$ cat src/rtl/updown_counter_nb.sv
// Parametrised up/down counter with programmable inclusive limits, parallel load and
// selectable terminal behaviour (wrap, saturate, reload).
module updown_counter_nb #(
  parameter int unsigned WIDTH = 8
) (
  input  logic             clk,
  input  logic             rst,
  input  logic             en,
  input  logic             load,
  input  logic             up,
  input  logic [1:0]       mode,
  input  logic [WIDTH-1:0] d_in,
  input  logic [WIDTH-1:0] lim_lo,
  input  logic [WIDTH-1:0] lim_hi,
  output logic [WIDTH-1:0] count,
  output logic             tc,
  output logic             at_limit,
  output logic             cfg_err
);

  localparam logic [1:0] ModeSat    = 2'b01;
  localparam logic [1:0] ModeReload = 2'b10;

  logic [WIDTH-1:0] count_q, count_d;
  logic [WIDTH-1:0] reload_q, reload_d;
  logic             tc_q, tc_d;
  logic             terminal;

  assign cfg_err  = lim_lo > lim_hi;
  assign at_limit = up ? (count_q == lim_hi) : (count_q == lim_lo);
  // Inequality rather than equality so out-of-range loaded values still terminate.
  assign terminal = up ? (count_q >= lim_hi) : (count_q <= lim_lo);

  always_comb begin
    count_d  = count_q;
    reload_d = reload_q;
    tc_d     = 1'b0;
    if (load) begin
      count_d  = d_in;
      reload_d = d_in;
    end else if (cfg_err) begin
      count_d = count_q;
    end else if (en) begin
      if (terminal) begin
        tc_d = 1'b1;
        case (mode)
          ModeSat:    count_d = up ? lim_hi : lim_lo;
          ModeReload: count_d = reload_q;
          default:    count_d = up ? lim_lo : lim_hi;
        endcase
      end else begin
        count_d = up ? count_q + 1'b1 : count_q - 1'b1;
      end
    end
  end

  always_ff @(posedge clk or negedge rst) begin
    if (!rst) begin
      count_q  <= '0;
      reload_q <= '0;
      tc_q     <= 1'b0;
    end else begin
      count_q  <= count_d;
      reload_q <= reload_d;
      tc_q     <= tc_d;
    end
  end

  assign count = count_q;
  assign tc    = tc_q;

endmodule
$ cat config.mk
export PLATFORM = sky130hd
export DESIGN_NAME = updown_counter_nb
export DESIGN_NICKNAME = d
export VERILOG_FILES = /design/src/rtl/updown_counter_nb.sv
export SDC_FILE = /design/constraint.sdc
export NUM_CORES = 1
export LEC_CHECK = 0
export CAP_MARGIN = 20
export CORE_MARGIN = 4
export CORE_UTILIZATION = 51
export DETAILED_ROUTE_END_ITERATION = 10
export MAX_ROUTING_LAYER = met4
export PLACE_DENSITY = 0.81
export SYNTH_ARGS = -nofsm -noshare
export SYNTH_HDL_FRONTEND = slang
export SYNTH_SLANG_ARGS = --single-unit
$ cat constraint.sdc
create_clock -name clk -period 2.9 [get_ports clk]
set_input_delay 0.58 -clock clk [delete_from_list [all_inputs] [get_ports clk]]
set_output_delay 0.58 -clock clk [all_outputs]
set_load 0.005 [all_outputs]
==> results.md, run 1 <==
* Initial DRC count at 132
* Register bit total from synthesis at 17
* Area leader, netlist: dfrtp_1
* Dpl ws at -304 ps
* RSZ-0062 raised after global routing: true
* Vias in the first global route at 1786
* Overall power at approximately 1.1 mW
* Antenna fix cells at 0
* WL/cell at about 16 um
* Register area share after synthesis at around 23%
* Layout area overhead at 42.9%
* Gr ovfl total at 0
* F_max at between 300 and 400 MHz
* Post-route minimum period at around 2900 ps
* Cell with the most instances after synthesis: ha_1
* Cell area after synthesis at about 1900 sq um
* Worst hold slack at 531 ps
* Max Fanout on Critical Path at 3
* Least-Margin Pin Slew at 797 ps
* Die height at slightly below 70 um
* Reg clk slew, reported paths at approximately 60 ps
* Worst-Skew Late Latency at about 250 ps
* Synth top area share at about 23%
* Final Hold Violating Endpoints at 0
* Hold_buf cts at 0
* HPWL after DPL at just under 4000 um
* Post-layout util at about four fifths
* CP Launch Type: input port
* Via/cell ratio at between 5 and 6
* Pwr dens at around 400 nW/um^2
* Root buffer cell: clkbuf_8
* Max-slew headroom at between 40 and 50%
* Post-route setup slack at between 1 and 1.5 ps
* Setup crit end kind: flop
* Area of the core at 3440 sq um
* YS warnings at 0
* Cells after Synth at ~210
* Synthesized net count at 272
* Fin. max-slew vios at 0
* Vias at about 1800
* Static Leak at between 1 and 1.5 nW
* Non-filler cells, final at 326
* Worst endpoint data arrival time at roughly 3000 ps
* Async set-reset flop share out of synthesis at 100%
* Crit-path cells: clkdlybuf4s50_1 -> inv_1 -> ha_1 -> nand4_1 -> o21ai_2 -> buf_4 -> or4_4 -> o31ai_4 -> buf_6 -> mux2_2 -> a22oi_2
* VDD IR max at 0.385 mV
* Cell family with most CP delay: buffers and inverters
* Total CTS buffers at 3
* Setup Viol. Count Final at 0
* Post-synth top flop: dfrtp_1
* # port buffers at approximately 40
* Clock Skew at ~3.1 ps
* Gpl congestion at around 0.87
* Post-synth EDFFs at 0
* Hold Path Class: reg -> reg
* CP required at between 3000 and 4000 ps
* GRT Total Usage at approximately a quarter
* Largest cells by area after synthesis: dfrtp_1, ha_1, inv_1
* Critical path buffers and inverters at 4
* Layout cells sized above 1 at 22.9%
* CTS sink cnt at 17
* Placed Cells at 320
* Routed WL at between 5000 and 6000 um
* Starting density of the core at between 50% and 60%
* I/O pins at 42
* DRC viols at 0
* Largest net degree at the start of global routing at 19
* First-pass GRT wire length at 8130 um
* Placed cell area at about 2600 sq um
* Setup TNS at 0 ps
* Die footprint at 4720 sq um
* Routed Antenna Nets at 0
* H-tree level count at 1
* Syn_area_per_cell at 9.04 sq um
* Top cells by count, synth: ha_1, inv_1, dfrtp_1, a21oi_1, nand2_1
* Die width at about 69 um
* Slowest stage cell, crit path: or4_4
* Final instance area at approximately 2700 sq um
* CTS tree: built
* Initial antenna violation count at 0
* Outcome: completed
* # rows at 21
* Crit Path Class: in -> reg
* Layout net count at 345
* Buffer depth of the longest clock path at 2
* Total of max-cap violations at 0
* DR pass1 iterations at 4
* Largest stage delay on the critical path at 520 ps
* Post-synth cell types at 37
* Crit share post-route at ~100%
==> cell type report <==
cell class / count / area (sq um)
fillers: 241 / 754
multi-input cells: 159 / 1410
inverters: 27 / 101
repair buffers: 73 / 653
flip-flops and latches: 17 / 425
well taps: 46 / 57.6
clock buffers: 4 / 45.0
==> worst register-to-register path: cells and delay by family, from the launching register on <==
family / cells / cell delay (ps)
compound gates: 3 / 380
fa+ha+maj: 1 / 290
buf+inv: 3 / 420
flops: 1 / 450
mux: 1 / 340
simple gates: 2 / 630
==> kinds of logic after synthesis <==
logic type	count (synthesis)	synth area share, %
DFF	17	22.6
adders and majority gates	33	22.4
and+or+nand+nor	45	12.6
buffers and inverters	32	6.59
muxes	18	10.2
xor gates and xnor gates	7	3.26
AOI/OAI and AO/OA	56	22.4
==> layer usage <==
| metal | vias to the layer above | GRT usage, % | wire length [um] |
|---|---|---|---|
| met4 | 0 | 6.33 | 76 |
| met1 | 826 | 30.5 | 2310 |
| met5 | - | - | 0 |
| li1 | 914 | - | - |
| met3 | 11 | 2.27 | 350 |
| met2 | 70 | 39.0 | 2480 |
==> final timing paths <==
kind | startpoint | end | slack, ps | depth (start not counted)
setup / recovery | lim_hi[2] | count[7]$_DFFE_PN0P_ | 1 | 11
hold / removal | reload_q[5]$_DFFE_PN0P_ | reload_q[5]$_DFFE_PN0P_ | 530 | 1
setup reg to reg | count[0]$_DFFE_PN0P_ | count[7]$_DFFE_PN0P_ | 300 | 10
hold reg to reg | reload_q[5]$_DFFE_PN0P_ | reload_q[5]$_DFFE_PN0P_ | 530 | 1
max in group asynchronous | rst | count[3]$_DFFE_PN0P_ | 1610 | 1
min in group asynchronous | rst | count[6]$_DFFE_PN0P_ | 790 | 1
==> layout by cell type (no fill, tap or decap), types with 5 or more instances in the layout <==
| cell type | count |
|---|---|
| dlygate4sd2_1 | 6 |
| a221oi_1 | 5 |
| and2_1 | 7 |
| buf_4 | 30 |
| o21ai_0 | 8 |
| nand2_1 | 12 |
| dfrtp_1 | 17 |
| a21oi_1 | 13 |
| nor2_1 | 8 |
| mux2i_1 | 9 |
| clkdlybuf4s50_1 | 31 |
| mux2_2 | 8 |
| a221o_1 | 7 |
| ha_1 | 29 |
| inv_1 | 25 |
==> registers in the layout (all words and copies together) (netlist names) <==
name,count
reload_q,8
tc,1
count,8
==> report_power, final <==
| group | switching [mW] | internal, mW | total, mW |
|---|---|---|---|
| logic | 0.264 | 0.325 | 0.589 |
| clock network | 0.0790 | 0.0975 | 0.176 |
| registers | 0.0474 | 0.267 | 0.314 |
| total | 0.390 | 0.690 | 1.08 |
==> repair_timing <==
action,CTS,global route
endpoints found under the setup margin,9,9
gates resized for setup,16,13
buffers inserted,2,0
pin swaps,6,8
No activity file was read; power rests on OpenSTA's default activity.
==> run 2: changes to the inputs <==
Settings changed: CTS_CLUSTER_DIAMETER set to 120.
==> results of run 2 <==
The final DEF is identical to that of run 1; final timing and power are the same.
==> run 3: changes to the inputs <==
Settings changed: CAP_MARGIN 20 to unset, CORE_MARGIN 4 to 2, PLACE_DENSITY 0.81 to 0.92.
==> run 3 against run 2 <==
  * Worst hold slack got worse by 11 ps
  * Sequential power is essentially flat
  * Sequential cell count is the same
  * Via count increased by 3.1%
  * Design area is 0.33% lower
  * Clock skew up 1.2 ps
  * Critical endpoint unchanged
  * Critical path depth is the same
  * Highest routed layer unchanged
  * Largest cell class unchanged
==> results.md, run 3 (same netlist as run 1, synthesis figures left out) <==
* Largest stage delay on the critical path at between 400 and 500 ps
* Non-filler cells, final at around 330
* R2R setup slack at 360 ps
* Critical path buffers and inverters at 4
* Pwr dens at 412 nW/um^2
* Setup TNS at 0 ps
* Via/cell ratio at 5.76
* Antenna fix cells at 0
* Routed Antenna Nets at 0
* Filler instances at roughly 270
* Worst endpoint data arrival time at approximately 3000 ps
* Worst min-delay path endpoint: reload_q[5]$_DFFE_PN0P_
* Gpl congestion at 0.905
* Gr ovfl total at 0
* CTS tree: built
* Worst r2r path cells at 9
* Commonest cells after routing, fill and taps aside: clkdlybuf4s50_1, ha_1, buf_4
* Outcome: completed
* Layout net count at 343
* Starting density of the core at 52.2%
* DRC viols at 0
* Largest net degree at the start of global routing at 19
* CTS sink cnt at 17
* H-tree level count at 1
* Total of max-cap violations at 0
* Max Fanout on Critical Path at 3
* Layout cells sized above 1 at 23.0%
* Cell family with most CP delay: buffers and inverters
* Crit Path Class: in -> reg
* DR pass1 iterations at 4
* Post-layout util at between 70% and 80%
* Slowest stage cell, crit path: or4_4
* Overall power at about 1.1 mW
* GRT Total Usage at around 28%
* Buffer depth of the longest clock path at 2
* # port buffers at 41
* Die width at 64.7 um
* Routed WL at 5420 um
* HPWL after DPL at ~4200 um
* F_max at 355 MHz
* Setup crit end kind: flop
* Die height at ~65 um
* Root buffer cell: clkbuf_8
* Crit-path cells: clkdlybuf4s50_1 -> inv_1 -> ha_1 -> nand4_1 -> buf_4 -> a21oi_1 -> or4_4 -> o31ai_4 -> buf_6 -> mux2_2 -> a22oi_2
* Worst-Skew Late Latency at about 260 ps
* Vias in the first global route at between 1500 and 2000
* Crit share post-route at a little over nine tenths
* Final Hold Violating Endpoints at 0
* Reg2reg start: count[1]$_DFFE_PN0P_
* Fin. max-slew vios at 0
* Post-route minimum period at about 2800 ps
* Setup Viol. Count Final at 0
* CP required at 3080 ps
* I/O pins at 42
* CP Launch Type: input port
* Initial antenna violation count at 0
* Clock Skew at 4.33 ps
* Worst hold start: reload_q[5]$_DFFE_PN0P_
* Hold_buf cts at 0
* Worst hold slack at ~520 ps
* First-pass GRT wire length at between 8000 and 9000 um
* Vias at about 1900
* Initial DRC count at 92
* Hold path depth at 1
* WL/cell at about 17 um
* R2r endpoint: count[7]$_DFFE_PN0P_
* Commonest non-fill, non-tap cell in the layout: clkdlybuf4s50_1
* VDD IR max at about 0.33 mV
* Layout area overhead at 42.4%
* Static Leak at 1.30 nW
* Least-Margin Pin Slew at between 800 and 900 ps
* Area of the core at 3610 sq um
* Die footprint at around 4200 sq um
* Reg clk slew, reported paths at ~60 ps
* Max-slew headroom at between 40% and 50%
* Total CTS buffers at 3
* Placed Cells at 320
* Hold Path Class: reg -> reg
* # rows at 22
## run 3: layer usage
layer  up-vias  global-route usage (%)  share of wire, %
li1        915                       -                 -
met1       885                    33.9                43
met2        60                    47.7                49
met3        17                    1.91               3.8
met4         0                    11.7               3.4
met5         -                       -                 0
## run 3: worst max-delay path by stage
stage / startpoint / endpoint / depth (start not counted)
CTS: lim_hi[1] / count[7]$_DFFE_PN0P_ / 11
global placement: lim_hi[3] / cfg_err / 8
floorplan: up / count[6]$_DFFE_PN0P_ / 11
finish: lim_hi[6] / count[7]$_DFFE_PN0P_ / 11
global route: up / count[6]$_DFFE_PN0P_ / 10
detailed placement: lim_hi[1] / count[7]$_DFFE_PN0P_ / 11
## run 3: repair_timing
item | CTS | global route
cloned | 0 | 0
gates resized for setup | 16 | 15
pin swaps | 6 | 5
buffers inserted | 2 | 0
setup endpoints to repair | 3 | 10
## run 3: final cells by class
cell class | instances | area, sq um | area share [%]
timing repair buffer | 71 | 629 | 23.5
tap | 48 | 60.1 | 2.24
clock buffer | 4 | 45.0 | 1.68
sequential | 17 | 425 | 15.9
inverter | 27 | 101 | 3.78
multi-input combinational | 159 | 1420 | 52.9
## run 3: report_power, final
group	total (mW)	internal, mW	switching, mW	leakage (nW)
Sequential	0.317	0.267	0.0501	0.205
Clock	0.182	0.0978	0.0845	0.0228
Combinational	0.604	0.328	0.276	1.07
## run 3: per-stage QoR
| step | worst slack, ps | area, sq um |
|---|---|---|
| floorplan | 41.4 | 1880 |
| global placement | -250 | 2540 |
| detailed placement | -268 | 2540 |
| CTS | 9.83 | 2610 |
| global route | -27.5 | 2680 |
| finish | 79.7 | 2680 |
